`src/rtl/ifu_fetch_if.sv`:
```
// Instruction-memory fetch channel between the fetch unit (master) and the memory (slave).
interface ifu_fetch_if;
  logic        imem_req;
  logic [31:0] imem_addr;
  logic        imem_ack;
  logic [31:0] imem_rdata;

  modport master (
    output imem_req,
    output imem_addr,
    input  imem_ack,
    input  imem_rdata
  );

  modport slave (
    input  imem_req,
    input  imem_addr,
    output imem_ack,
    output imem_rdata
  );
endinterface

```
`src/rtl/ifu_fetch.sv`:
```
// Instruction fetch unit: requests the word at pc, holds it until the datapath commits,
// then advances pc by PC4/BRANCH/JUMP/JR and traps on illegal next-PC values.
module ifu_fetch #(
  parameter logic [31:0] PC_RESET = 32'h0000_3000,
  parameter logic [31:0] IM_LIMIT = 32'h0000_6FFF
) (
  input  logic               clk,
  input  logic               reset,
  input  logic [2:0]         npc_sel,
  input  logic               zero,
  input  logic [15:0]        imm16,
  input  logic [25:0]        instr_index,
  input  logic [31:0]        rs_data,
  input  logic               upd,
  ifu_fetch_if.master        imem,
  output logic [31:0]        instr,
  output logic               instr_valid,
  output logic [31:0]        pc,
  output logic [31:0]        pc4,
  output logic [31:0]        retired,
  output logic               addr_exc
);

  typedef enum logic [1:0] {START, FETCH, HOLD, ERROR} state_t;

  state_t      state_q, state_d;
  logic [31:0] pc_q, pc_d;
  logic [31:0] instr_q, instr_d;
  logic        vld_q, vld_d;
  logic [31:0] ret_q, ret_d;
  logic        exc_q, exc_d;
  logic [31:0] npc;
  logic        npc_ok;

  function automatic logic [31:0] calc_npc(
    input logic [31:0] cur_pc,
    input logic [2:0]  sel,
    input logic        z,
    input logic [15:0] imm,
    input logic [25:0] idx,
    input logic [31:0] rs
  );
    logic [31:0]        p4;
    logic signed [31:0] boff;
    p4   = cur_pc + 32'd4;
    boff = {{14{imm[15]}}, imm, 2'b00};
    case (sel)
      3'd1:    calc_npc = z ? (p4 + unsigned'(boff)) : p4;
      3'd2:    calc_npc = {p4[31:28], idx, 2'b00};
      3'd3:    calc_npc = rs;
      default: calc_npc = p4;
    endcase
  endfunction

  function automatic logic npc_legal(input logic [31:0] a);
    npc_legal = (a[1:0] == 2'b00) && (a >= PC_RESET) && (a <= IM_LIMIT);
  endfunction

  assign npc    = calc_npc(pc_q, npc_sel, zero, imm16, instr_index, rs_data);
  assign npc_ok = npc_legal(npc);

  always_ff @(posedge clk or posedge reset) begin
    if (reset) begin
      state_q <= START;
      pc_q    <= PC_RESET;
      instr_q <= 32'd0;
      vld_q   <= 1'b0;
      ret_q   <= 32'd0;
      exc_q   <= 1'b0;
    end else begin
      state_q <= state_d;
      pc_q    <= pc_d;
      instr_q <= instr_d;
      vld_q   <= vld_d;
      ret_q   <= ret_d;
      exc_q   <= exc_d;
    end
  end

  always_comb begin
    state_d = state_q;
    pc_d    = pc_q;
    instr_d = instr_q;
    vld_d   = vld_q;
    ret_d   = ret_q;
    exc_d   = exc_q;
    case (state_q)
      START: state_d = FETCH;
      FETCH: begin
        if (imem.imem_ack) begin
          instr_d = imem.imem_rdata;
          vld_d   = 1'b1;
          state_d = HOLD;
        end
      end
      HOLD: begin
        if (upd) begin
          vld_d = 1'b0;
          ret_d = ret_q + 32'd1;
          // An illegal target still retires the instruction but leaves pc pointing at it.
          if (npc_ok) begin
            pc_d    = npc;
            state_d = FETCH;
          end else begin
            exc_d   = 1'b1;
            state_d = ERROR;
          end
        end
      end
      default: state_d = ERROR;
    endcase
  end

  assign imem.imem_req  = (state_q == FETCH);
  assign imem.imem_addr = pc_q;
  assign instr          = instr_q;
  assign instr_valid    = vld_q;
  assign pc             = pc_q;
  assign pc4            = pc_q + 32'd4;
  assign retired        = ret_q;
  assign addr_exc       = exc_q;

endmodule

```
`src/flat_wrapper.sv`:
```
// flat-port wrapper written by rule: the top's interface ports become plain ports
module ifu_fetch_flat 
#(
  parameter logic [31:0] PC_RESET = 32'h0000_3000,
  parameter logic [31:0] IM_LIMIT = 32'h0000_6FFF
)
  (clk, reset, npc_sel, zero, imm16, instr_index, rs_data, upd, instr, instr_valid, pc, pc4, retired, addr_exc, imem_imem_req, imem_imem_addr, imem_imem_ack, imem_imem_rdata);
  ifu_fetch_if imem_i ();
  input  logic clk;
  input  logic reset;
  input  logic [2:0] npc_sel;
  input  logic zero;
  input  logic [15:0] imm16;
  input  logic [25:0] instr_index;
  input  logic [31:0] rs_data;
  input  logic upd;
  output logic [31:0] instr;
  output logic instr_valid;
  output logic [31:0] pc;
  output logic [31:0] pc4;
  output logic [31:0] retired;
  output logic addr_exc;
  output wire logic [$bits(imem_i.imem_req)-1:0] imem_imem_req;
  output wire logic [$bits(imem_i.imem_addr)-1:0] imem_imem_addr;
  input wire logic [$bits(imem_i.imem_ack)-1:0] imem_imem_ack;
  input wire logic [$bits(imem_i.imem_rdata)-1:0] imem_imem_rdata;
  assign imem_imem_req = imem_i.imem_req;
  assign imem_imem_addr = imem_i.imem_addr;
  assign imem_i.imem_ack = imem_imem_ack;
  assign imem_i.imem_rdata = imem_imem_rdata;
  ifu_fetch #(.PC_RESET(PC_RESET), .IM_LIMIT(IM_LIMIT)) u_core (.clk(clk), .reset(reset), .npc_sel(npc_sel), .zero(zero), .imm16(imm16), .instr_index(instr_index), .rs_data(rs_data), .upd(upd), .imem(imem_i), .instr(instr), .instr_valid(instr_valid), .pc(pc), .pc4(pc4), .retired(retired), .addr_exc(addr_exc));
endmodule
```
`config.mk`:
```
export PLATFORM = sky130hd
export DESIGN_NAME = ifu_fetch_flat
export DESIGN_NICKNAME = d
export VERILOG_FILES = /design/src/rtl/ifu_fetch_if.sv /design/src/rtl/ifu_fetch.sv /design/src/flat_wrapper.sv
export SDC_FILE = /design/constraint.sdc
export NUM_CORES = 1
export LEC_CHECK = 0
export ABC_AREA = 1
export ABC_CLOCK_PERIOD_IN_PS = 6500
export CAP_MARGIN = 20
export CORE_MARGIN = 5
export CORE_UTILIZATION = 35
export CTS_BUF_LIST = sky130_fd_sc_hd__clkbuf_8 sky130_fd_sc_hd__clkbuf_16
export DETAILED_ROUTE_END_ITERATION = 10
export PLACE_DENSITY = 0.69
export SKIP_CTS_REPAIR_TIMING = 1
export SLEW_MARGIN = 15
export SYNTH_ARGS = -nofsm -noshare
export SYNTH_HDL_FRONTEND = slang
export SYNTH_SLANG_ARGS = --single-unit
```
`constraint.sdc`:
```
create_clock -name clk -period 6.5 [get_ports clk]
set_input_delay 1.3 -clock clk [delete_from_list [all_inputs] [get_ports clk]]
set_output_delay 1.3 -clock clk [all_outputs]
set_load 0.01 [all_outputs]
```
Yosys cells after proc, flatten, opt, wreduce, memory -nomap -nowiden. Index checks and enable logic that the tools add are counted. W data, S select, Z words.

Output and inout bits: 163. Input bits: 114. Register bits after elaboration: 100. Word-level logic and storage cells: 39.

Multiplexer cells: 9. $add $sub $neg: 3. Bitwise gates (word level): 1. $lt $le $gt $ge: 2. Eq/ne operators: 7. Reduce and logical (&&, ||, !) cells: 11.

Operators by type and width (number): $pmux W32 S3 (1); $add A32 B1 Y32 const B (1); $add A32 B3 Y32 const B (1); $add A32 B32 Y32 (1); $ge A32 B14 Y1 const B (1); $le A32 B15 Y1 const B (1); $mux W32 (1); $reduce_and A3 Y1 (3); $eq A3 B2 Y1 const B (2); $mux W2 (3); $pmux W2 S3 (1); $reduce_and A2 Y1 (3); $logic_not A2 Y1 (2); $eq A3 B1 Y1 const B (1); $eq A2 B1 Y1 const B (1); $eq A2 B2 Y1 const B (1); $logic_and A1 B1 Y1 (2); $mux W1 (2); $ne A2 B1 Y1 const B (1); $ne A2 B2 Y1 const B (1); $pmux W1 S2 (1); $reduce_bool A2 Y1 (1); $not A1 Y1 (1).

Logic depth before layout (Yosys ltp).
Depth in word-level cells: 10. Mapped depth: 32. Mapped depth without buffers: 31.

Least setup slack after synthesis. No wires, ideal clock.

Kind: input-to-reg. From: in imm16[0]. To: reg u_core.pc_q[2], in the netlist u_core.imem.imem_addr[2]. Data required time: 6.382 ns. Library setup time: 0.118 ns. Arrival time: 3.400 ns. Cell stages on the path: 21. Slack: 2.982 ns. Buffers on the path: 1. Cell sequence: ha_1 fa_1 nand2_1 nand3_1 nand3_1 nand2_1 nand2_1 nand2_1 nand2_1 nand3_1 nand2_1 nand3_1 nor2_1 nand2_1 nor2_1 nand2_1 nor2_1 nand3_2 buf_4 nand2_1 nand2_1.

Cells in the longest elaborated chain, start to end: 7. Elaborated cells between the ends (all ways): 8. Classes of those cells: 1 x add/sub; 2 x order compare; 2 x mux; 3 x reduce/logical.

RTL lines: start, declared (line flat_wrapper.sv:13) `input logic [15:0] imm16;`; $add A32 B32 Y32 * (line ifu_fetch.sv:48) `3'd1: calc_npc = z ? (p4 + unsigned'(boff)) : p4;`; $mux W32 * (line ifu_fetch.sv:48); $pmux W32 S3 * (line ifu_fetch.sv:47) `case (sel)`; $ge A32 B14 Y1 (line ifu_fetch.sv:56) `npc_legal = (a[1:0] == 2'b00) && (a >= PC_RESET) && (a <= IM_LIMIT);`; $logic_and A1 B1 Y1 (2 in a row) (line ifu_fetch.sv:56); $reduce_and A3 Y1 (no source line); end signal, assigned (line ifu_fetch.sv:72) `pc_q <= pc_d;`; end, declared (line ifu_fetch.sv:27) `logic [31:0] pc_q, pc_d;`.

Mark *: on every way between the ends. The rest lies on a longest branch, timed or not. A chain may end at the register's enable or synchronous reset.

Worst setup path after layout.
From: in imm16[15]. To: reg u_core.pc_q[19], in the netlist u_core.imem.imem_addr[19].

The elaborated chain is that of the path after synthesis.

==> metrics <==
Worst-Skew Late Latency 0.34 ns; Residual DRC 0; post-synth top area share 28.69%; Antenna Cells 0; Post-synth EDFFs 0; Syn Area/Cell 6.715 um^2; Final Hold Viols 0; Clock Skews 0.008809 ns; Filler Cell Count 2,417; layout cell share with drive strength beyond 1 6.983%; clock sinks 100; Initial Utilization 35.36%; total track usage 22.55%; Int Pwr 1.054 mW; H-tree Lvls 3; hpwl dp 26,160 um; Final period util 76.73%; Cell Rows 57; vias in the first global route 9,149; CTS tree yes; largest net degree at the start of global routing 59; Die X 166.3 um; Final nets 1,661; CP Class in2reg; Yosys top cell by area dfrtp_1; Post-Syn Area 0.008548 mm^2; Iter 0 DRT Violations 652; Maximum Capacitance Violations 0; status finished clean; Reg clk slew, reported paths 0.07 ns; antenna violations before repair 0; Leakage 5.793 nW; Vias/cell 4.954; worst vdd ir 0.1655 mV; headroom to the max-slew limit 29.70%; Clk pwr share 39.2%; switching pwr 0.3690 mW; Core ar. 0.02418 mm^2; Pwr Density 121.4 mW/mm^2; Die Ht 166.3 um; Root Driver clkbuf_16; syn_nets 1,421; Max Fanout on Critical Path 34; Yosys cell types 53; Final setup violation count 0; Fmax 0.2005 GHz; Worst setup SP type input pin; Worst EP arrival 5.15 ns; CTS Buf Count 9; worst endpoint required time 6.67 ns; synth cell count leaders nand2_1, inv_1, nor2_1; first-pass GRT wire length 50,120 um; count leader, synth nand2_1; Wirelength per Cell 17.32 um; Syn-to-layout area delta 37.18%; number of synthesized register bits 100; Period minus WS final 4.988 ns; num ports 277; die area 0.02765 mm^2; DRT Pass-1 Iters 5; Sw Share 25.92%; via count 9,126; Synth Flop Type dfrtp_1; total grt overflow 0; Setup WS post-layout 1.512 ns; Slew @ Worst Pin 1.053 ns; Hold Crit Class reg2reg; DP Worst Slack 1.162 ns; register area share after synthesis 29.30%; clock buffer depth 2; Yosys Warn Count 0; unrepaired setup endpoints after global routing false; post-synthesis cell count 1,273; total wire length 31,900 um; Critical Path Sink Type register; Seq pwr share 44.0%; Final Max Tran Viols 0; Fin Setup TNS 0 ns; Port Buffers 276; Area contributors post-synth dfrtp_1, nand2_1, inv_1, nand3_1, ha_1; Final ANT Viol Nets 0; GP Congestion 0.8934; FFs w/ async S/R, synth 100.0%; Comb pwr share 16.8%
[path summary, 6_finish.rpt]
check                                         startpoint                   endpoint  slack [ns]  depth (start not counted)
worst max-delay path                           imm16[15]  u_core.imem.imem_addr[19]        1.51                         15
worst min register to register           u_core.addr_exc            u_core.addr_exc        0.49                          1
min in group asynchronous                          reset            u_core.instr[0]        1.35                          2
max in group asynchronous                          reset           u_core.instr[19]        4.00                          3
worst max register to register  u_core.imem.imem_addr[2]  u_core.imem.imem_addr[19]        1.57                         21
worst min-delay path                     u_core.addr_exc            u_core.addr_exc        0.49                          1
[worst max-delay path: stages]
cell	delay, ns
clkdlybuf4s50_1	0.83
ha_1	0.62
nand2_1	0.12
nor2_1	0.32
inv_1	0.07
nor3_1	0.19
nand3_1	0.16
nand3_1	0.11
nand3_1	0.08
a21boi_0	0.19
nand3_1	0.13
inv_1	0.07
nand3_1	0.12
nor2_4	0.61
a21boi_0	0.20
[layout by cell type (no fill, tap or decap), types with 6 or more instances in the layout]
| cell | instances |
|---|---|
| a21boi_0 | 14 |
| a21oi_1 | 46 |
| a22oi_1 | 20 |
| buf_4 | 10 |
| clkbuf_16 | 9 |
| clkdlybuf4s50_1 | 276 |
| dfrtp_1 | 98 |
| ha_1 | 33 |
| inv_1 | 185 |
| inv_2 | 8 |
| mux2_2 | 32 |
| nand2_1 | 411 |
| nand2_2 | 7 |
| nand3_1 | 104 |
| nand3_2 | 7 |
| nand4_1 | 14 |
| nor2_1 | 104 |
| nor2_2 | 9 |
| nor2_4 | 7 |
| nor3_1 | 12 |
| nor4_1 | 6 |
| o211ai_1 | 7 |
| o21ai_0 | 7 |
| xnor2_1 | 16 |
| xor2_1 | 26 |
[area by class of cell]
type | count | area, um^2 | share of cell area (%)
Sequential cell | 100 | 2505 | 21.36
Inverter | 196 | 738.2 | 6.295
Multi-Input combinational cell | 920 | 4930 | 42.04
Timing Repair Buffer | 286 | 2838 | 24.20
Clock inverter | 5 | 57.56 | 0.4908
Tap cell | 324 | 405.4 | 3.457
Clock buffer | 11 | 252.7 | 2.155
[per-stage QoR]
stage          util (%)  total power [mW]  cell area (um^2)  hold WS [ns]  cells
6_report          48.50             1.423             11730        0.4875   1842
5_1_grt           48.50             1.496             11730        0.5224   1842
4_1_cts           48.50             1.438             11730        0.4944   1842
3_5_place_dp      47.22            0.8758             11420        0.4679   1826
3_3_place_gp      47.22            0.8748             11420        0.4608   1826
2_1_floorplan         -            0.7535              8548        0.4977   1273
[metal layers]
| layer | part of all wire, % | global-route usage [%] | vias up | wire length, um |
|---|---|---|---|---|
| met3 | 8.7 | 5.832 | 51 | 2772 |
| met2 | 46 | 37.02 | 361 | 14640 |
| met5 | 0 | 0 | - | 0 |
| met4 | 2.6 | 6.937 | 0 | 839 |
| met1 | 43 | 29.29 | 4220 | 13650 |
| li1 | - | - | 4494 | - |
[registers in the layout, indices dropped and copies added (netlist names)]
name                   cells
u_core.instr_valid         1
u_core.state_q             2
u_core.imem.imem_addr     32
u_core.instr              32
u_core.addr_exc            1
u_core.retired            32
[power groups by stage]
stage	combinational [mW]	clock, mW	sequential, mW
2_1_floorplan	0.115	0	0.638
3_3_place_gp	0.237	0	0.638
3_5_place_dp	0.238	0	0.638
4_1_cts	0.239	0.573	0.626
5_1_grt	0.264	0.607	0.626
6_report	0.239	0.558	0.626
[cell families (layout without fill, tap and decap cells)]
kind of cell               count (synthesis)  in the layout  synth area share [%]
DFF                                      100            100                 29.30
buffers and inverters                    253            498                 13.06
xor gates and xnor gates                  42             42                 4.303
AOI/OAI and AO/OA                        119            119                 8.929
and+or+nand+nor                          693            693                 35.13
muxes                                     32             32                 4.216
adders and majority gates                 34             34                 5.064
No activity file was read; power rests on OpenSTA's default activity.
